## config.mk

```make
export PLATFORM = sky130hd
export DESIGN_NAME = oam_dma
export DESIGN_NICKNAME = d
export VERILOG_FILES = /design/src/rtl/oam_dma.sv
export SDC_FILE = /design/constraint.sdc
export NUM_CORES = 1
export LEC_CHECK = 0
export CAP_MARGIN = 10
export CELL_PAD_IN_SITES_DETAIL_PLACEMENT = 0
export CELL_PAD_IN_SITES_GLOBAL_PLACEMENT = 2
export CORE_MARGIN = 1
export CORE_UTILIZATION = 20
export DETAILED_ROUTE_END_ITERATION = 12
export PLACE_DENSITY = 0.8
export SETUP_SLACK_MARGIN = 0.15
export SLEW_MARGIN = 20
export SYNTH_ARGS = -nofsm -noshare
export SYNTH_HDL_FRONTEND = slang
export SYNTH_SLANG_ARGS = --single-unit
```

## constraint.sdc

```tcl
create_clock -name clk -period 4 [get_ports clk]
set_input_delay 0.6 -clock clk [delete_from_list [all_inputs] [get_ports clk]]
set_output_delay 0.6 -clock clk [all_outputs]
set_load 0.05 [all_outputs]
```

## src/rtl/oam_dma.sv

```systemverilog
// rtl/oam_dma.sv - OAM DMA engine: copies LENGTH bytes from a CPU-selected page into OAM
// Reads are issued in XFER; each returned byte is written to OAM exactly one cycle later.
module oam_dma #(
  parameter logic [15:0] REG_ADDR = 16'hFF46,
  parameter int unsigned LENGTH   = 160
) (
  input  logic        clk,
  input  logic        rst,
  input  logic        wr_en,
  input  logic [15:0] wr_addr,
  input  logic [7:0]  wr_data,
  output logic [7:0]  page_q,
  output logic        busy,
  output logic        bus_rd,
  output logic [15:0] bus_addr,
  input  logic [7:0]  bus_data,
  output logic        oam_we,
  output logic [7:0]  oam_addr,
  output logic [7:0]  oam_wdata
);

  typedef enum logic [1:0] {
    IDLE  = 2'd0,
    START = 2'd1,
    XFER  = 2'd2,
    DRAIN = 2'd3
  } state_e;

  localparam logic [7:0] LAST_IDX = 8'(LENGTH - 1);

  state_e     state_q, state_d;
  logic [7:0] page_d;
  logic [7:0] idx_q, idx_d;
  logic [7:0] wa_q, wa_d;
  logic       wr_pend_q, wr_pend_d;
  logic       trigger;
  logic [7:0] src_page;

  always_comb begin
    trigger  = wr_en && (wr_addr == REG_ADDR);
    // Pages E0..FF alias the echo region, so fetch from 0x20 pages lower.
    src_page = (page_q >= 8'hE0) ? (page_q - 8'h20) : page_q;

    state_d   = state_q;
    page_d    = page_q;
    idx_d     = idx_q;
    wr_pend_d = (state_q == XFER) && !trigger;
    wa_d      = ((state_q == XFER) && !trigger) ? idx_q : 8'h00;

    unique case (state_q)
      IDLE: begin
        idx_d = 8'h00;
      end
      START: begin
        state_d = XFER;
        idx_d   = 8'h00;
      end
      XFER: begin
        // Compare before incrementing so LENGTH=256 stops at 255 instead of wrapping.
        if (idx_q == LAST_IDX) begin
          state_d = DRAIN;
        end else begin
          idx_d = idx_q + 8'h01;
        end
      end
      DRAIN: begin
        state_d = IDLE;
        idx_d   = 8'h00;
      end
      default: begin
        state_d = IDLE;
        idx_d   = 8'h00;
      end
    endcase

    if (trigger) begin
      page_d  = wr_data;
      state_d = START;
      idx_d   = 8'h00;
    end
  end

  always_ff @(posedge clk) begin
    if (rst) begin
      state_q   <= IDLE;
      page_q    <= 8'h00;
      idx_q     <= 8'h00;
      wa_q      <= 8'h00;
      wr_pend_q <= 1'b0;
    end else begin
      state_q   <= state_d;
      page_q    <= page_d;
      idx_q     <= idx_d;
      wa_q      <= wa_d;
      wr_pend_q <= wr_pend_d;
    end
  end

  always_comb begin
    busy      = (state_q != IDLE);
    bus_rd    = (state_q == XFER);
    bus_addr  = bus_rd ? {src_page, idx_q} : 16'h0000;
    oam_we    = wr_pend_q;
    oam_addr  = wa_q;
    oam_wdata = wr_pend_q ? bus_data : 8'h00;
  end

endmodule
```

==> qor.yml, run 1 <==
power.density_nw_per_um2: 217
clk_latency_ns: 0.27
hold_viol: 0
hold_path_depth: 2
antenna_cells: 0
multi_input_area_um2: 672
synth_cells: 143
cts.sinks: 27
clock_skew_ns: 0.00268
maxSlewViolCount: 0
setup_violations: 0
worst-r2r-cell-count: 6
path_class: "flop to output pin"
period_share_pct: 71.7
utilization_pct: 35.9
peakVddDrop_uv: 134
cts_root_buf: "clkbuf_8"
hold_end: "page_q[0]"
fmax_mhz: 349
dieArea_um2: 6580
synthesis.area_um2: 1250
required_ns: 3.40
drc: 0
slew_headroom_pct: 64.4
ff2ff_setup_slack_ns: 2.42
antenna_found_initial: 0
fp.dieW_um: 81.1
grt_setup_unrepaired: "false"
timing.max_cap.violations: 0
critPathLaunchType: "flop"
wire_per_inst_um: 11.5
place_congestion: 0.732
synth_seq_cells: 27
r2r_start: "state_q[1]"
first_iter_violations: 52
io_buffers: 77
grt_overflow: 0
syn2layout_area_growth_pct: 71.9
grt_first_pass_wirelength_mm: 5.53
crit_fanout: 13
start_util_pct: 20.9
syn-num-nets: 180
fin_tns_setup_ns: 0
cts_buffers: 3
synth_cell_types: 28
cts_resized: 0
drt_wl_total_mm: 3.40
cts_setup_buffers: 0
status: "complete, no violations"
min_from: "page_q[0]"
clk_path_buf_depth: 2
power_leakage_nw: 0.770
dr.pass1.iters: 5
fillers: 639
boundaryPins: 78
die_height_um: 81.1
tritoncts: "yes"
holdBufCountCts: 0
worst_slew_pin_slew_ns: 0.532
vias: 1234
cts_max_level: 1
cp_data_arrival_time_ns: 2.27
grt_max_degree: 17
period_minus_slack_ns: 2.87
timing.rr.end: "idx_q[5]"
yosys_warnings: 0
track_usage_pct: 11.0
drive_above_1_share_pct: 5.91
postSynthAreaPerCell_um2: 8.75
end_kind: "output pin"
rows: 28
final_nets: 258
hpwl_mm: 2.62
grt_pass1_vias: 1184
path_clk_slew_ns: 0.09
ys_seq_area_share_pct: 43.2
hold_class: "flop to flop"
seq_area_um2: 541
design.core.area_um2: 5990
viasPerCell: 4.18
postRouteAntennaNets: 0
-- layout by cell type (no fill, tap or decap) --
cell / instances
a31oi_1: 4
inv_1: 3
and2b_1: 2
and4_1: 2
xnor2_1: 4
a211oi_1: 1
ha_1: 2
clkbuf_8: 3
clkinvlp_4: 1
and3_1: 4
clkdlybuf4s50_1: 77
and2_1: 28
nand2_1: 9
nor2_1: 9
o21ai_4: 1
inv_4: 1
nand3_1: 12
nor2b_1: 1
xor2_1: 2
and4bb_2: 2
dfxtp_1: 27
buf_4: 1
o211a_1: 1
and4_2: 2
or2_2: 1
nand4_4: 1
nand4_1: 1
o21ai_0: 8
a21oi_1: 10
-- layout make-up --
cell class	instances	share of cell area (%)
clock buffers	3	1.92
well taps	75	4.36
clock inverters	1	0.349
repair buffers	78	36.2
inverters	4	0.814
flip-flops and latches	27	25.1
multi-input cells	107	31.2
-- worst max-delay path by stage --
stage	startpoint	endpoint	slack (ns)	depth (start not counted)
detailed placement	state_q[1]	bus_addr[14]	1.41	5
global placement	bus_data[5]	oam_wdata[5]	1.44	3
CTS	state_q[1]	bus_addr[14]	1.10	5
global route	state_q[1]	bus_addr[15]	0.95	5
floorplan	state_q[1]	bus_addr[14]	1.28	5
finish	state_q[1]	bus_addr[15]	1.13	5
-- per-stage QoR --
| step | setup slack (ns) | power [W] | cell area (um^2) | std cells | hold slack (ns) |
|---|---|---|---|---|---|
| floorplan | 1.28 | 0.000281 | 1250 | 143 | 0.467 |
| global placement | 1.44 | 0.000314 | 2100 | 291 | 0.473 |
| detailed placement | 1.41 | 0.000314 | 2100 | 291 | 0.475 |
| CTS | 1.10 | 0.000475 | 2150 | 295 | 0.490 |
| global route | 0.952 | 0.000488 | 2150 | 295 | 0.520 |
| finish | 1.13 | 0.000466 | 2150 | 295 | 0.494 |
-- synth_stat cells --
master | n | area share [%]
a31oi_1 | 4 | 2.0
and4_1 | 2 | 1.4
inv_1 | 3 | 0.90
buf_2 | 2 | 0.80
and2_1 | 28 | 14
o21ai_0 | 8 | 3.2
and2b_1 | 2 | 1.2
inv_4 | 1 | 0.50
dfxtp_1 | 27 | 43
nand4_1 | 1 | 0.50
and4_2 | 2 | 1.6
and4bb_2 | 2 | 2.0
buf_1 | 1 | 0.30
o211a_1 | 1 | 0.80
nand2_1 | 9 | 2.7
o21ai_4 | 1 | 1.3
xor2_1 | 2 | 1.4
a211oi_1 | 1 | 0.60
clkbuf_1 | 2 | 0.60
nor2_1 | 9 | 2.7
nand3_1 | 12 | 4.8
ha_1 | 2 | 2.0
or2_2 | 1 | 0.50
nand4_4 | 1 | 1.7
a21oi_1 | 10 | 4.0
and3_1 | 4 | 2.0
nor2b_1 | 1 | 0.50
xnor2_1 | 4 | 2.8
-- power by group --
| part | switching (W) | leakage, nW | total [W] | internal (W) |
|---|---|---|---|---|
| clock network | 0.0000874 | 0.0217 | 0.000158 | 0.0000707 |
| logic | 0.00000873 | 0.531 | 0.0000392 | 0.0000305 |
| registers | 0.000000000855 | 0.217 | 0.000269 | 0.000269 |
-- kinds of logic after synthesis --
group / after synthesis / share of synthesized area, %
AOI/OAI and AO/OA: 25 / 11.9
xor gates and xnor gates: 6 / 4.20
buffers and inverters: 9 / 3.10
DFF: 27 / 43.2
adders and majority gates: 2 / 2.00
and+or+nand+nor: 74 / 35.6
-- metal layers --
| metal | share of wire [%] | vias up | global-route usage, % |
|---|---|---|---|
| met5 | 0 | - | 0 |
| met4 | 0.50 | 0 | 2.68 |
| met3 | 9.1 | 2 | 3.26 |
| met2 | 49 | 47 | 20.5 |
| met1 | 41 | 542 | 12.2 |
| li1 | - | 643 | - |
-- state kept, by name, summed over array words and instances, names as in the netlist --
register	cells
idx_q	8
oam_addr	8
oam_we	1
page_q	8
state_q	2
-- worst max-delay path: stages, from the launching register on --
cell	delay (ns)
dfxtp_1	0.37
nor2b_1	0.36
buf_4	0.26
nand2_1	0.06
a31oi_1	0.13
clkdlybuf4s50_1	0.82
Power figures use the tool's default switching activity.
==> run 2: changes to the inputs <==
Settings changed: CORE_UTILIZATION 20 to 17, PLACE_DENSITY 0.8 to 0.72.
Clock period 4 ns to 2.6 ns, I/O delays scaled along.
==> qor.yml, run 2 (synthesized netlist as in run 1, its figures left out) <==
cts_max_level: 1  # unchanged
layout_commonest_cell: "clkdlybuf4s50_1"
slew_headroom_pct: 65.3  # +0.94 points
io_buffers: 77  # unchanged
seq_area_um2: 541  # unchanged
tritoncts: "yes"
fp.dieW_um: 87.8  # +8.3%
required_ns: 2.21  # -1.19 ns
peakVddDrop_uv: 187  # +40%
holdBufCountCts: 0  # unchanged
path_class: "input port to output pin"
cts_root_buf: "clkbuf_8"
final_nets: 261  # +1.2%
start_util_pct: 18.0  # -2.9 points
cts_buffers: 3  # unchanged
antenna_found_initial: 0  # unchanged
clk_latency_ns: 0.27  # about the same
p_clk_share_pct: 33.2  # -0.7 points
fillers: 733  # +15%
drive_above_1_share_pct: 15.7  # +9.8 points
place_ws_ns: 0.462  # -0.950 ns
hpwl_mm: 2.75  # +4.9%
fin_ws_ns: 0.466  # -0.667 ns
grt_overflow: 0  # unchanged
power.density_nw_per_um2: 299  # +38%
postRouteAntennaNets: 0  # unchanged
track_usage_pct: 9.89  # -1.1 points
status: "complete, no violations"
clock_skew_ns: 0.00666  # +0.00398 ns
grt_setup_unrepaired: "false"
maxSlewViolCount: 0  # unchanged
first_iter_violations: 49  # -5.8%
hold_class: "flop to flop"
boundaryPins: 78  # unchanged
drt_wl_total_mm: 3.57  # +5.0%
path_delay_family: "buffers and inverters"
design.core.area_um2: 6940  # +16%
dr.pass1.iters: 4  # -1
cts_resized: 0  # unchanged
finalNonFillerCells: 319  # +8.1%
dp_cells: 315  # +8.2%
multi_input_area_um2: 684  # +1.9%
final_cell_mix: "60 x clkdlybuf4s50_1, 28 x and2_1, 27 x dfxtp_1"
grt_max_degree: 16  # -1
combPwrFrac_pct: 8.8  # +0.4 points
viasPerCell: 3.96  # -5.4%
syn2layout_area_growth_pct: 90.2
crit_fanout: 1  # -12
drc: 0  # unchanged
cts.sinks: 27  # unchanged
grt_pass1_vias: 1226  # +3.5%
fin_tns_setup_ns: 0  # unchanged
cp_cell_sequence: "clkdlybuf4s50_1, and2_1, clkdlybuf4s50_1"
cts_setup_buffers: 0  # unchanged
p_sw_share_pct: 20.1  # -0.54 points
period_minus_slack_ns: 2.13
clk_path_buf_depth: 2  # unchanged
grt_first_pass_wirelength_mm: 6.00  # +8.6%
rows: 30  # +7.1%
place_congestion: 0.676  # -7.7%
worstPathBufferInverterCount: 2  # unchanged
wire_per_inst_um: 11.2  # -2.9%
end_kind: "output pin"
crit_top_cell: "clkdlybuf4s50_1"
hold_viol: 0  # unchanged
dieArea_um2: 7710  # +17%
power.internal_w: 0.000569  # +54%
period_share_pct: 82.1
crit_slowest_cell: "clkdlybuf4s50_1"
path_clk_slew_ns: 0.09  # about the same
fmax_mhz: 469
seqPwrFrac_pct: 58.0  # +0.3 points
timing.max_cap.violations: 0  # unchanged
critPathLaunchType: "input port"
power.switching_w: 0.000143  # +49%
power_leakage_nw: 0.870  # +13%
die_height_um: 87.8  # +8.3%
cp_slowest_stage_delay_ns: 0.79  # -0.03 ns
cp_data_arrival_time_ns: 1.74  # -0.53 ns
setup_violations: 0  # unchanged
worst_slew_pin_slew_ns: 0.518  # -0.0140 ns
antenna_cells: 0  # unchanged
vias: 1262  # +2.3%
==> run 2: cell count changes in the layout (fill, tap and decap cells not counted), sizes merged <==
| cell | before | now |
|---|---|---|
| buf | 1 | 21 |
| clkdlybuf4s50 | 77 | 60 |
| clkinv | 0 | 1 |
| clkinvlp | 1 | 0 |
==> run 2: worst min-delay path, stage by stage (launching register included) <==
cell,delay (ns)
dfxtp_1,0.33
o21ai_0,0.07
a21oi_1,0.06
==> run 2: layout make-up <==
class | instances | area share, %
timing repair buffer | 81 | 40.8
tap | 96 | 5.05
clock buffer | 3 | 1.74
multi-input combinational | 107 | 28.8
inverter | 4 | 0.736
clock inverter | 1 | 0.210
sequential | 27 | 22.7
==> run 2: final timing paths <==
check / start / to / slack, ns / cells after the start
hold / removal: page_q[2] / page_q[2] / 0.49 / 2
setup reg to reg: idx_q[0] / idx_q[0] / 1.05 / 5
hold reg to reg: page_q[2] / page_q[2] / 0.49 / 2
setup / recovery: bus_data[1] / oam_wdata[1] / 0.47 / 3
==> run 2: metrics by stage <==
stage / power (W) / hold slack (ns) / instance area [um^2] / util, %
after floorplan: 0.000432 / 0.467 / 1260 / -
after global routing: 0.000746 / 0.524 / 2380 / 34.3
after detailed placement: 0.000485 / 0.481 / 2330 / 33.6
final: 0.000712 / 0.493 / 2380 / 34.3
after global placement: 0.000485 / 0.469 / 2330 / 33.6
after CTS: 0.000731 / 0.495 / 2380 / 34.3
==> run 2: metal layers <==
metal	global-route usage (%)	wire, um	up-vias
met5	0	0	-
met4	1.79	25	0
li1	-	-	653
met2	17.3	1660	52
met3	2.64	282	2
met1	12.3	1600	555
==> run 2: power by group through the flow <==
stage               sequential [W]  combinational, W  clock (W)
global route              0.000413         0.0000683   0.000264
global placement          0.000423         0.0000625          0
detailed placement        0.000423         0.0000626          0
finish                    0.000413         0.0000628   0.000236
CTS                       0.000413         0.0000629   0.000255
floorplan                 0.000423        0.00000930          0
==> run 3: changes to the inputs <==
Settings changed: CORE_UTILIZATION 17 to 19, PLACE_DENSITY 0.72 to 0.76.
Clock period 2.6 ns to 2.2 ns, I/O delays scaled along.
==> qor.yml, run 3 (synthesized netlist as in run 1, its figures left out) <==
status: "complete, no violations"
cts_root_buf: "clkbuf_8"
power.switching_w: 0.000167  # +17%
io_buffers: 77  # unchanged
grt_first_pass_wirelength_mm: 6.12  # +1.9%
dieArea_um2: 6910  # -10%
worst_slew_pin_slew_ns: 0.507  # -0.0108 ns
setup_violations: 0  # unchanged
hold_class: "flop to flop"
drt_wl_total_mm: 3.45  # -3.3%
power.internal_w: 0.000672  # +18%
hold_path_depth: 2  # unchanged
start_util_pct: 19.7  # +1.7 points
holdBufCountCts: 0  # unchanged
postRouteAntennaNets: 0  # unchanged
final_cell_mix: "52 x clkdlybuf4s50_1, 28 x and2_1, 27 x dfxtp_1"
fmax_mhz: 518
wire_per_inst_um: 11.6  # +3.5%
grt_overflow: 0  # unchanged
cts_setup_buffers: 0  # unchanged
grt_max_degree: 20  # +4
hpwl_mm: 2.70  # -2.0%
drive_above_1_share_pct: 18.6  # +2.9 points
grt_pass1_vias: 1274  # +3.9%
slew_headroom_pct: 66.1  # +0.72 points
crit_slowest_cell: "clkdlybuf4s50_1"
grt_setup_unrepaired: "false"
antenna_cells: 0  # unchanged
hold_ws_ns: 0.495  # +0.00273 ns
cp_slowest_stage_delay_ns: 0.71  # -0.08 ns
crit_fanout: 3  # +2
cts_max_level: 1  # unchanged
period_minus_slack_ns: 1.93
period_share_pct: 87.7
rows: 29  # -3.3%
cts.sinks: 27  # unchanged
worst-r2r-cell-count: 5  # unchanged
design.core.area_um2: 6350  # -8.6%
die_height_um: 83.2  # -5.3%
p_sw_share_pct: 19.9  # -0.20 points
boundaryPins: 78  # unchanged
critPathLaunchType: "flop"
viasPerCell: 4.18  # +5.6%
p_clk_share_pct: 33.0  # -0.2 points
finalNonFillerCells: 298  # -6.6%
cts_buffers: 3  # unchanged
clk_latency_ns: 0.27  # about the same
worstSetupStartpoint: "state_q[1]"
maxSlewViolCount: 0  # unchanged
first_iter_violations: 75  # +53%
required_ns: 1.87  # -0.34 ns
peakVddDrop_uv: 213  # +14%
dp_cells: 294  # -6.7%
vias: 1245  # -1.3%
track_usage_pct: 10.7  # +0.80 points
path_class: "flop to output pin"
fillers: 658  # -10%
antenna_found_initial: 0  # unchanged
clk_path_buf_depth: 2  # unchanged
layout_commonest_cell: "clkdlybuf4s50_1"
cp_cell_sequence: "or2_2, clkdlybuf4s50_1"
end_kind: "output pin"
power.density_nw_per_um2: 361  # +21%
fin_tns_setup_ns: 0  # unchanged
timing.max_cap.violations: 0  # unchanged
drc: 0  # unchanged
fin_total_pwr_w: 0.000838  # +18%
r2r_start: "idx_q[1]"
power_leakage_nw: 0.877  # +0.78%
cp_data_arrival_time_ns: 1.60  # -0.14 ns
hold_viol: 0  # unchanged
tritoncts: "yes"
clock_skew_ns: 0.00211  # -0.00455 ns
final_nets: 259  # -0.77%
cts_resized: 0  # unchanged
path_clk_slew_ns: 0.09  # about the same
combPwrFrac_pct: 8.8  # about the same
fp.dieW_um: 83.2  # -5.3%
seqPwrFrac_pct: 58.2  # +0.2 points
min_from: "page_q[4]"
place_congestion: 0.716  # +5.9%
syn2layout_area_growth_pct: 85.5
dr.pass1.iters: 4  # unchanged
==> run 3: cell types whose count changed in the layout (fill, tap and decap cells not counted) <==
cell             delta
buf_4               +6
clkdlybuf4s50_1     -8
==> run 3: cell type report <==
| cell class | count | area [um^2] | area share (%) |
|---|---|---|---|
| well taps | 77 | 96.3 | 4.15 |
| multi-input cells | 107 | 684 | 29.5 |
| inverters | 4 | 17.5 | 0.755 |
| repair buffers | 79 | 936 | 40.3 |
| clock inverters | 1 | 5.00 | 0.216 |
| clock buffers | 3 | 41.3 | 1.78 |
| flip-flops and latches | 27 | 541 | 23.3 |
==> run 3: worst paths after layout <==
path / to / slack [ns]
setup / recovery: busy / 0.27
hold / removal: page_q[4] / 0.50
setup reg to reg: state_q[0] / 0.70
hold reg to reg: page_q[4] / 0.50
==> run 3: through the flow <==
stage	utilization (%)	setup slack [ns]	instance area, um^2
6_report	36.6	0.271	2320
5_1_grt	36.6	0.225	2320
4_1_cts	36.6	0.257	2320
3_5_place_dp	35.8	0.242	2270
3_3_place_gp	35.8	0.269	2270
2_1_floorplan	-	0.204	1260
==> run 3: power by group through the flow <==
stage,clock [W],combinational [W],sequential [W]
6_report,0.000277,0.0000735,0.000488
5_1_grt,0.000307,0.0000792,0.000488
3_5_place_dp,0,0.0000736,0.000500
2_1_floorplan,0,0.0000110,0.000500
3_3_place_gp,0,0.0000724,0.000500
4_1_cts,0.000285,0.0000739,0.000488
==> run 3: per-layer routing <==
layer  vias to the layer above  track usage, %  part of all wire (%)
met5                         -               0                     0
met4                         0            3.29                  0.84
met3                         2            2.09                   6.7
met2                        51            17.1                    46
met1                       547            14.4                    47
li1                        645               -                     -
==> run 3: worst max-delay path: cells and delay by family, from the launching register on <==
| kind | cells | cell delay [ns] |
|---|---|---|
| buf+inv | 1 | 0.71 |
| simple gates | 1 | 0.29 |
| flops | 1 | 0.33 |
